--- src/rtl/alu_issue_pkg.sv ---
// Shared constants, decoded-entry payload and helpers for the ALU issue stage.
package alu_issue_pkg;

    localparam int unsigned XLEN   = 64;
    localparam int unsigned REG_AW = 5;
    localparam int unsigned ILEN   = 32;

    localparam logic [6:0] OP     = 7'b0110011;
    localparam logic [6:0] OP_IMM = 7'b0010011;
    localparam logic [6:0] LOAD   = 7'b0000011;
    localparam logic [6:0] STORE  = 7'b0100011;
    localparam logic [6:0] BRANCH = 7'b1100011;

    localparam logic [2:0] F3_ADD  = 3'd0;
    localparam logic [2:0] F3_SLL  = 3'd1;
    localparam logic [2:0] F3_SLT  = 3'd2;
    localparam logic [2:0] F3_SLTU = 3'd3;
    localparam logic [2:0] F3_SR   = 3'd5;
    localparam logic [2:0] F3_BEQ  = 3'd0;
    localparam logic [2:0] F3_BNE  = 3'd1;
    localparam logic [2:0] F3_BLT  = 3'd4;
    localparam logic [2:0] F3_BGE  = 3'd5;
    localparam logic [2:0] F3_BLTU = 3'd6;
    localparam logic [2:0] F3_BGEU = 3'd7;

    localparam logic [6:0] FUNCT7_SUB = 7'h20;

    typedef struct packed {
        logic [ILEN-1:0] instr;
        logic [XLEN-1:0] in1;
        logic [XLEN-1:0] in2;
        logic [XLEN-1:0] rs2;
        logic [XLEN-1:0] pc;
        logic            illegal;
    } issue_entry_t;

    function automatic logic [XLEN-1:0] sext12(input logic [11:0] imm);
        return {{(XLEN-12){imm[11]}}, imm};
    endfunction

endpackage

--- src/rtl/alu_issue_if.sv ---
// Issue-to-ALU operand bus with valid/ready handshake.
interface alu_issue_if;
    import alu_issue_pkg::*;

    logic            out_valid;
    logic            out_ready;
    logic [ILEN-1:0] alu_instr;
    logic [XLEN-1:0] alu_in1;
    logic [XLEN-1:0] alu_in2;
    logic [XLEN-1:0] out_rs2;
    logic [XLEN-1:0] out_pc;
    logic            out_illegal;

    modport master (
        output out_valid, alu_instr, alu_in1, alu_in2, out_rs2, out_pc, out_illegal,
        input  out_ready
    );

    modport slave (
        input  out_valid, alu_instr, alu_in1, alu_in2, out_rs2, out_pc, out_illegal,
        output out_ready
    );
endinterface

--- src/rtl/alu_issue_imm_gen.sv ---
// Combinational operand selection, immediate generation and funct3/funct7 rewrite.
module alu_issue_imm_gen
    import alu_issue_pkg::*;
(
    input  logic [ILEN-1:0] instr,
    input  logic [XLEN-1:0] rs1_val,
    input  logic [XLEN-1:0] rs2_val,
    input  logic [XLEN-1:0] pc,
    output issue_entry_t    entry_c
);

    logic [6:0] opcode;
    logic [2:0] f3;

    assign opcode = instr[6:0];
    assign f3     = instr[14:12];

    always_comb begin
        entry_c       = '0;
        entry_c.instr = instr;
        entry_c.rs2   = rs2_val;
        entry_c.pc    = pc;
        case (opcode)
            OP: begin
                entry_c.in1 = rs1_val;
                entry_c.in2 = rs2_val;
            end
            OP_IMM: begin
                entry_c.in1 = rs1_val;
                // Shifts carry shamt[5] in bit 25; clear it so funct7 selects srl/sra.
                if (f3 == F3_SLL || f3 == F3_SR) begin
                    entry_c.in2           = XLEN'(instr[25:20]);
                    entry_c.instr[31:25]  = {instr[31:26], 1'b0};
                    entry_c.illegal       = (f3 == F3_SLL) && (instr[31:26] != 6'd0);
                end else begin
                    entry_c.in2           = sext12(instr[31:20]);
                    entry_c.instr[31:25]  = 7'd0;
                end
            end
            LOAD: begin
                entry_c.in1 = rs1_val;
                entry_c.in2 = sext12(instr[31:20]);
            end
            STORE: begin
                entry_c.in1           = rs1_val;
                entry_c.in2           = sext12({instr[31:25], instr[11:7]});
                entry_c.instr[14:12]  = F3_ADD;
                entry_c.instr[31:25]  = 7'd0;
            end
            BRANCH: begin
                entry_c.in1 = rs1_val;
                entry_c.in2 = rs2_val;
                // Compare ops map onto sub/slt/sltu in the ALU.
                case (f3)
                    F3_BEQ, F3_BNE: begin
                        entry_c.instr[14:12] = F3_ADD;
                        entry_c.instr[31:25] = FUNCT7_SUB;
                    end
                    F3_BLT, F3_BGE:   entry_c.instr[14:12] = F3_SLT;
                    F3_BLTU, F3_BGEU: entry_c.instr[14:12] = F3_SLTU;
                    default:          entry_c.illegal      = 1'b1;
                endcase
            end
            default: entry_c.illegal = 1'b1;
        endcase
    end

endmodule

--- src/rtl/alu_issue.sv ---
// ALU issue stage: regfile operand read, decode, and output register with one-entry skid.
module alu_issue
    import alu_issue_pkg::*;
(
    input  logic              clk,
    input  logic              rst_n,
    input  logic              flush,
    input  logic              in_valid,
    output logic              in_ready,
    input  logic [ILEN-1:0]   in_instr,
    input  logic [XLEN-1:0]   in_pc,
    output logic [REG_AW-1:0] rs1_addr,
    output logic [REG_AW-1:0] rs2_addr,
    input  logic [XLEN-1:0]   rs1_data,
    input  logic [XLEN-1:0]   rs2_data,
    alu_issue_if.master       alu
);

    logic            out_valid_q, out_valid_d;
    logic            skid_valid_q, skid_valid_d;
    issue_entry_t    out_q, out_d;
    issue_entry_t    skid_q, skid_d;
    issue_entry_t    dec_entry;
    logic [XLEN-1:0] rs1_val, rs2_val;
    logic            accept;

    assign rs1_addr = in_instr[19:15];
    assign rs2_addr = in_instr[24:20];
    assign rs1_val  = (rs1_addr == '0) ? '0 : rs1_data;
    assign rs2_val  = (rs2_addr == '0) ? '0 : rs2_data;

    alu_issue_imm_gen u_imm_gen (
        .instr   (in_instr),
        .rs1_val (rs1_val),
        .rs2_val (rs2_val),
        .pc      (in_pc),
        .entry_c (dec_entry)
    );

    assign accept = in_valid && !skid_valid_q;

    // Output stage refills from skid first so ordering is preserved.
    always_comb begin
        out_valid_d  = out_valid_q;
        out_d        = out_q;
        skid_valid_d = skid_valid_q;
        skid_d       = skid_q;
        if (flush) begin
            out_valid_d  = 1'b0;
            skid_valid_d = 1'b0;
        end else if (!out_valid_q || alu.out_ready) begin
            if (skid_valid_q) begin
                out_valid_d  = 1'b1;
                out_d        = skid_q;
                skid_valid_d = 1'b0;
            end else begin
                out_valid_d = accept;
                if (accept) out_d = dec_entry;
            end
        end else if (accept) begin
            skid_valid_d = 1'b1;
            skid_d       = dec_entry;
        end
    end

    always_ff @(posedge clk or negedge rst_n) begin
        if (!rst_n) begin
            out_valid_q  <= 1'b0;
            skid_valid_q <= 1'b0;
            out_q        <= '0;
            skid_q       <= '0;
        end else begin
            out_valid_q  <= out_valid_d;
            skid_valid_q <= skid_valid_d;
            out_q        <= out_d;
            skid_q       <= skid_d;
        end
    end

    assign in_ready        = !skid_valid_q;
    assign alu.out_valid   = out_valid_q;
    assign alu.alu_instr   = out_q.instr;
    assign alu.alu_in1     = out_q.in1;
    assign alu.alu_in2     = out_q.in2;
    assign alu.out_rs2     = out_q.rs2;
    assign alu.out_pc      = out_q.pc;
    assign alu.out_illegal = out_q.illegal;

endmodule

--- src/flat_wrapper.sv ---
// flat-port wrapper written by rule: the top's interface ports become plain ports
module alu_issue_flat import alu_issue_pkg::*;
  (clk, rst_n, flush, in_valid, in_ready, in_instr, in_pc, rs1_addr, rs2_addr, rs1_data, rs2_data, alu_out_valid, alu_alu_instr, alu_alu_in1, alu_alu_in2, alu_out_rs2, alu_out_pc, alu_out_illegal, alu_out_ready);
  alu_issue_if alu_i ();
  input  logic clk;
  input  logic rst_n;
  input  logic flush;
  input  logic in_valid;
  output logic in_ready;
  input  logic [ILEN-1:0] in_instr;
  input  logic [XLEN-1:0] in_pc;
  output logic [REG_AW-1:0] rs1_addr;
  output logic [REG_AW-1:0] rs2_addr;
  input  logic [XLEN-1:0] rs1_data;
  input  logic [XLEN-1:0] rs2_data;
  output wire logic [$bits(alu_i.out_valid)-1:0] alu_out_valid;
  output wire logic [$bits(alu_i.alu_instr)-1:0] alu_alu_instr;
  output wire logic [$bits(alu_i.alu_in1)-1:0] alu_alu_in1;
  output wire logic [$bits(alu_i.alu_in2)-1:0] alu_alu_in2;
  output wire logic [$bits(alu_i.out_rs2)-1:0] alu_out_rs2;
  output wire logic [$bits(alu_i.out_pc)-1:0] alu_out_pc;
  output wire logic [$bits(alu_i.out_illegal)-1:0] alu_out_illegal;
  input wire logic [$bits(alu_i.out_ready)-1:0] alu_out_ready;
  assign alu_out_valid = alu_i.out_valid;
  assign alu_alu_instr = alu_i.alu_instr;
  assign alu_alu_in1 = alu_i.alu_in1;
  assign alu_alu_in2 = alu_i.alu_in2;
  assign alu_out_rs2 = alu_i.out_rs2;
  assign alu_out_pc = alu_i.out_pc;
  assign alu_out_illegal = alu_i.out_illegal;
  assign alu_i.out_ready = alu_out_ready;
  alu_issue u_core (.clk(clk), .rst_n(rst_n), .flush(flush), .in_valid(in_valid), .in_ready(in_ready), .in_instr(in_instr), .in_pc(in_pc), .rs1_addr(rs1_addr), .rs2_addr(rs2_addr), .rs1_data(rs1_data), .rs2_data(rs2_data), .alu(alu_i));
endmodule
--- config.mk ---
export PLATFORM = sky130hd
export DESIGN_NAME = alu_issue_flat
export DESIGN_NICKNAME = d
export VERILOG_FILES = /design/src/rtl/alu_issue_pkg.sv /design/src/rtl/alu_issue_if.sv /design/src/rtl/alu_issue_imm_gen.sv /design/src/rtl/alu_issue.sv /design/src/flat_wrapper.sv
export SDC_FILE = /design/constraint.sdc
export NUM_CORES = 1
export LEC_CHECK = 0
export ABC_AREA = 1
export BUFFER_PORTS_ARGS = -buffer_cell sky130_fd_sc_hd__buf_2
export CAP_MARGIN = 20
export CORE_UTILIZATION = 30
export DETAILED_ROUTE_END_ITERATION = 10
export HOLD_SLACK_MARGIN = 0.15
export SLEW_MARGIN = 15
export SYNTH_ARGS = -nofsm -noshare
export SYNTH_HDL_FRONTEND = slang
export SYNTH_SLANG_ARGS = --single-unit
--- constraint.sdc ---
create_clock -name clk -period 2 [get_ports clk]
set_input_delay 0.4 -clock clk [delete_from_list [all_inputs] [get_ports clk]]
set_output_delay 0.4 -clock clk [all_outputs]
set_load 0.05 [all_outputs]
Word level (Yosys, flattened, before mapping) --
Index checks and enable logic that the tools add are counted.
Storage, ports and cells: logic and storage cells 67, bits of input ports 229, bits in registers 580
Operators by class: bitwise gates (word level) 2, equal/unequal tests 10, reductions and logical operators 21, multiplexer cells 20
Operators with widths (number):
- 2-to-1 mux 289 bit | 2
- one-hot mux 128 bit (4 select lines) | 1
- 2-to-1 mux 64 bit | 3
- one-hot mux 7 bit (3 select lines) | 1
- equality test 7 x 6 -> 1 bit (second input constant) | 2
- 2-to-1 mux 7 bit | 2
- equality test 3 bit (second input constant) | 4
- logical NOT 5 bit | 2
- one-hot mux 3 bit (3 select lines) | 1
- 2-to-1 mux 1 bit | 8
- OR reduction 2 bit | 4
- equality test 7 x 2 -> 1 bit (second input constant) | 1
- equality test 7 x 5 -> 1 bit (second input constant) | 1
- equality test 7 bit (second input constant) | 1
- one-hot mux 3 bit (2 select lines) | 1
- AND reduction 3 bit | 2
- nonzero test 6 bit | 1
- OR reduction 6 bit | 1
- nonzero test 2 bit | 2
- equality test 3 x 1 -> 1 bit (second input constant) | 1
- logical NOT 3 bit | 1
- one-hot mux 1 bit (3 select lines) | 1
- nonzero test 3 bit | 1
- OR reduction 3 bit | 1
- 4 further kinds | 8

Depth between registers and ports, before layout --
depth in word-level cells 6, mapped depth 11, gate-level depth less buffers 9

Cells and area by module --
From an unflattened synthesis, not the netlist that was laid out.
Second synthesis, totals: cells, all modules 4754, area total of the unflattened synthesis 32432.4 µm²
Modules (own cells, without submodules):
- alu_issue | area each 27415.0 µm², times used 1, cells each 3736, sequential area each 14513.9 µm²
- alu_issue_imm_gen | area each 5017.3 µm², times used 1, cells each 1018, sequential area each 0.0 µm²

Least setup slack after synthesis --
Ideal clock, no wire load.
kind reg-to-output, from register u_core.skid_valid_q, to output port in_ready, path buffers 3, required time 1.600 ns, data arrival time 1.477 ns, path slack 0.123 ns, stages on the path, launching flop included 5, cell sequence dfrtp_1 buf_2 inv_2 clkbuf_1 clkbuf_1
Between the ends: longest elaborated chain between the ends 1
RTL lines:
- start: declaration | line alu_issue.sv:20 | logic skid_valid_q, skid_valid_d;
- start signal: assignment | line alu_issue.sv:74 | skid_valid_q <= skid_valid_d;
- logical NOT 1 bit | line alu_issue.sv:80 | assign in_ready = !skid_valid_q;
- end: declaration | line flat_wrapper.sv:9 | output logic in_ready;
Every way passes these cells.

Final worst setup path --
from input port in_instr[0], to register u_core.out_q, in the netlist u_core.alu.alu_in1[59]
Between the ends: longest elaborated chain between the ends 5, elaborated cells on any way between the ends 9, classes of those cells eq/ne: 5; mux: 3; reduce/logical: 1
RTL lines:
- start: declaration | line flat_wrapper.sv:10 | input logic [ILEN-1:0] in_instr;
- equality test 7 bit or equality test 7 x 6 -> 1 bit (tied branches) | line alu_issue_imm_gen.sv:23 | case (opcode)
- OR reduction 2 bit (no line)
- one-hot mux 128 bit (4 select lines) (*) | line alu_issue_imm_gen.sv:23
- 2-to-1 mux 289 bit (*) | line alu_issue.sv:58 | if (accept) out_d = dec_entry;
- 2-to-1 mux 289 bit (*) | line alu_issue.sv:52 | if (skid_valid_q) begin
- end signal: assignment | line alu_issue.sv:75 | out_q <= out_d;
- end: declaration | line alu_issue.sv:21 | issue_entry_t out_q, out_d;
Mark *: on every way between the ends. The rest lies on a longest branch, timed or not. The select of a mux whose other input is x is not followed. A chain may end at the register's enable or synchronous reset.

==> metrics.csv <==
stage,metric,value,unit
placement,port_buffers,529,
critical_path,r2r_start,u_core.skid_valid_q,
timing,finClkSkew,0.02024,ns
timing,max_freq,0.5332,GHz
placement,dpl.hpwl,60.60,mm
timing,drv_slew,0,
critical_path,r2r-end,u_core.skid_q[227],
die,start_util,30.38,%
critical_path,end_kind,flip-flop,
grt,grt_pass1_wl,140.0,mm
synth,yosys.area_share.xor_xnor,0,%
synth,ys_seq_elements,580,
timing,relSlewSlack,61.69,%
clocking,cts_tree,yes,
clocking,cts_max_path_buffers,3,
timing,finalHoldViolCount,0,
layout,final_cells,5319,
die,dieArea,0.08947,mm2
timing,fin_crit,1.876,ns
routing,drt_pass1_iterations,5,
clocking,htreeDepth,3,
synth,ys.warnings.count,0,
placement,place_inst,4971,
power,p_switching,0.01118,W
hold_path,hold_start,rs1_data[17],
synth,syn_nets,3600,
routing,totalWireLength,88.85,mm
layout,syn_to_final_growth,36.19,%
clocking,clkSinkCount,580,
routing,drt-vias-per-instance,4.672,
critical_path,reg2reg_slack,0.18,ns
clocking,path_clk_slew,0.05,ns
hold_path,min_path_type,in -> reg,
grt,gr-total-overflow,0,
synth,synth_adder_area_share,0,%
synth,syn_inst,3371,
die,rows,108,
die,io_pins,530,
synth,yosysUniqueCellTypes,26,
layout,nets,4333,
clocking,cts-root-buf,clkbuf_16,
synth,synth_compound_area_share,11.59,%
grt,grt_use_total,19.76,%
layout,drive_above_1_share,20.09,%
critical_path,ff2ff_path_depth,7,
grt,antenna_found_initial,12,
hold_path,holdPathStages,5,
power,combPwrFrac,20.2,%
routing,dr_total_vias,24850,
power,power_density,965.6,mW/mm2
synth,syn_avg_cell_area,7.856,um2
routing,postRouteAntennaNets,0,
clocking,worstSkewPairLatency,0.61,ns
critical_path,worstSetupPathType,in -> reg,
grt,grt_pass1_vias,24120,
critical_path,crit_required,2.53,ns
die,die_width,299.1,um
power,p_sw_share,32.10,%
die,die_h,299.1,um
power,pwr-share-clk,38.4,%
die,design.core.area,0.08716,mm2
timing,finalCritPeriodShare,93.78,%
job,cap_violations,0,
critical_path,startpoint_type,primary input,
timing,rsz0062_at_grt,no,
grt,grt_start_max_net_pins,90,
critical_path,cp_max_fo,51,
clocking,cts_made_buffers,71,
hold_path,hold_end,u_core.skid_q[210],
timing,max_slew.worst_pin.slew,0.5747,ns
synth,synth.cell_area,0.02648,mm2
synth,synth_top_family_by_area,simple AND/OR/NAND/NOR gates,
power,intPower,0.02365,W
routing,wl_per_cell,16.70,um
placement,dpl_cell_area,0.03148,mm2
status,status,finished clean,
synth,synth_top_area_share,54.80,%
critical_path,cp.arrival,2.41,ns
power,leakagePower,19.88,nW
layout,fin_area,0.03607,mm2
synth,yosys.area_share.simple,26.07,%
routing,drc,0,
synth,synth_top_cell_by_area,dfrtp_1,
timing,setup-tns-final,0,ns
placement,gp_congestion,0.8176,
power,ir_drop,0.0005864,V
synth,synth-seq-area-share,54.80,%
synth,synth.area.top_cells,"dfrtp_1 55%, nand2_1 17%, o21ai_0 8.2%",
synth,muxShareOfSynthArea,0,%
power,pwr-share-seq,41.4,%
timing,setup_viol,0,
routing,dr.first_iter.drc_count,1811,
## what timing repair did
item / CTS / global route
gates resized for setup: 4 / 3
buffers inserted: 2 / 2
endpoints found under the hold margin: 527 / 0
endpoints found under the setup margin: 1 / 53
gates cloned: 1 / 0
hold buffers: 211 / 0
## how the worst max path moves through the flow
stage                        start                endpoint  slack [ns]  depth (start not counted)
2_1_floorplan  u_core.skid_valid_q                in_ready        0.12                          4
4_1_cts                in_instr[0]      u_core.skid_q[132]        0.02                         12
5_1_grt                in_instr[0]  u_core.alu.alu_in1[60]       0.007                         11
3_3_place_gp           in_instr[3]      u_core.skid_q[132]       -0.11                         12
6_report               in_instr[0]  u_core.alu.alu_in1[59]        0.12                         11
3_5_place_dp           in_instr[2]      u_core.skid_q[132]       -0.13                         12
## synth_stat cells
cell type,count
nand2_1,1215
dfrtp_1,580
o21ai_0,435
nor2_1,246
nand3_1,244
inv_1,207
clkbuf_1,127
buf_2,64
a21oi_1,62
o21ai_1,62
a31oi_1,41
buf_4,25
buf_1,19
buf_6,12
or2_2,6
inv_2,5
nand4_1,5
nor2_4,4
nand2_2,3
nand2_4,3
inv_4,1
nand3_4,1
nor2_2,1
nor3_2,1
o211ai_1,1
o21ai_2,1
## per-stage QoR
step / hold WS (ns) / total power, W / util [%] / setup WS, ns
floorplan: 0.1044 / 0.01888 / - / 0.1231
global placement: 0.3212 / 0.02119 / 36.11 / -0.1133
detailed placement: 0.3243 / 0.02133 / 36.11 / -0.1331
CTS: 0.1501 / 0.03531 / 41.33 / 0.01797
global route: 0.1891 / 0.03652 / 41.38 / 0.007159
finish: 0.1932 / 0.03483 / 41.38 / 0.1244
## cells by family after synthesis
family / Yosys count
AND/OR/NAND/NOR: 1729
buffers and inverters: 460
flip-flops: 580
AO/OA/AOI/OAI: 602
## flip-flops by register name (all words and copies together) (netlist names)
| name | cells |
|---|---|
| u_core.skid_valid_q | 1 |
| u_core.alu.out_pc | 64 |
| u_core.alu.alu_in1 | 64 |
| u_core.alu.out_rs2 | 64 |
| u_core.alu.out_illegal | 1 |
| u_core.alu.alu_instr | 32 |
| u_core.alu.out_valid | 1 |
| u_core.alu.alu_in2 | 64 |
| u_core.skid_q | 289 |
## power groups by stage
stage               combinational [W]  sequential, W  clock, W
floorplan                     0.00215         0.0167         0
global placement              0.00665         0.0145         0
detailed placement            0.00674         0.0146         0
CTS                           0.00709         0.0144    0.0138
global route                  0.00768         0.0146    0.0142
finish                        0.00702         0.0144    0.0134
## cells in the final DEF, fill, tap and decap left out, types with 3 or more instances in the layout
cell | Yosys | layout
nand2_1 | 1215 | 1215
dfrtp_1 | 580 | 579
buf_2 | 64 | 527
o21ai_0 | 435 | 434
nor2_1 | 246 | 245
nand3_1 | 244 | 243
dlygate4sd3_1 | 0 | 211
inv_1 | 207 | 207
buf_4 | 25 | 101
clkbuf_16 | 0 | 73
buf_12 | 0 | 65
o21ai_1 | 62 | 63
a21oi_1 | 62 | 62
a31oi_1 | 41 | 41
clkbuf_1 | 127 | 16
clkinv_2 | 0 | 12
bufinv_16 | 0 | 8
diode_2 | 0 | 7
clkbuf_8 | 0 | 7
or2_2 | 6 | 6
nand4_1 | 5 | 5
nor2_4 | 4 | 4
inv_16 | 0 | 3
nand2_2 | 3 | 3
inv_6 | 0 | 3
clkinvlp_4 | 0 | 3
## worst max-delay path, cell delays in order
cell and delay [ns]:
dlygate4sd3_1 0.52, buf_2 0.10, nand2_1 0.17, nor2_4 0.29
nand2_4 0.11, nand3_4 0.23, buf_12 0.26, nand3_1 0.10
nand2_1 0.07, nand2_1 0.05, nand2_1 0.07
## layer usage
metal  part of all wire [%]  vias up  GRT usage (%)
met5                  0.069        -              0
met2                     46      743          31.28
met4                    3.2        8          7.252
li1                       -    12190              -
met3                    6.2      157          4.102
met1                     44    11750          26.61
## layout make-up
| class | instances | area (um2) |
|---|---|---|
| Timing Repair Buffer | 906 | 6835 |
| Timing Repair inverter | 1 | 8.758 |
| Clock inverter | 30 | 421.7 |
| Antenna cell | 7 | 17.52 |
| Inverter | 213 | 833.3 |
| Tap cell | 1155 | 1445 |
| Sequential cell | 580 | 14520 |
| Clock buffer | 96 | 1983 |
| Fill cell | 8776 | 51090 |
| Multi-Input combinational cell | 2331 | 10010 |
Note: power is estimated with default switching activity, not from simulation.
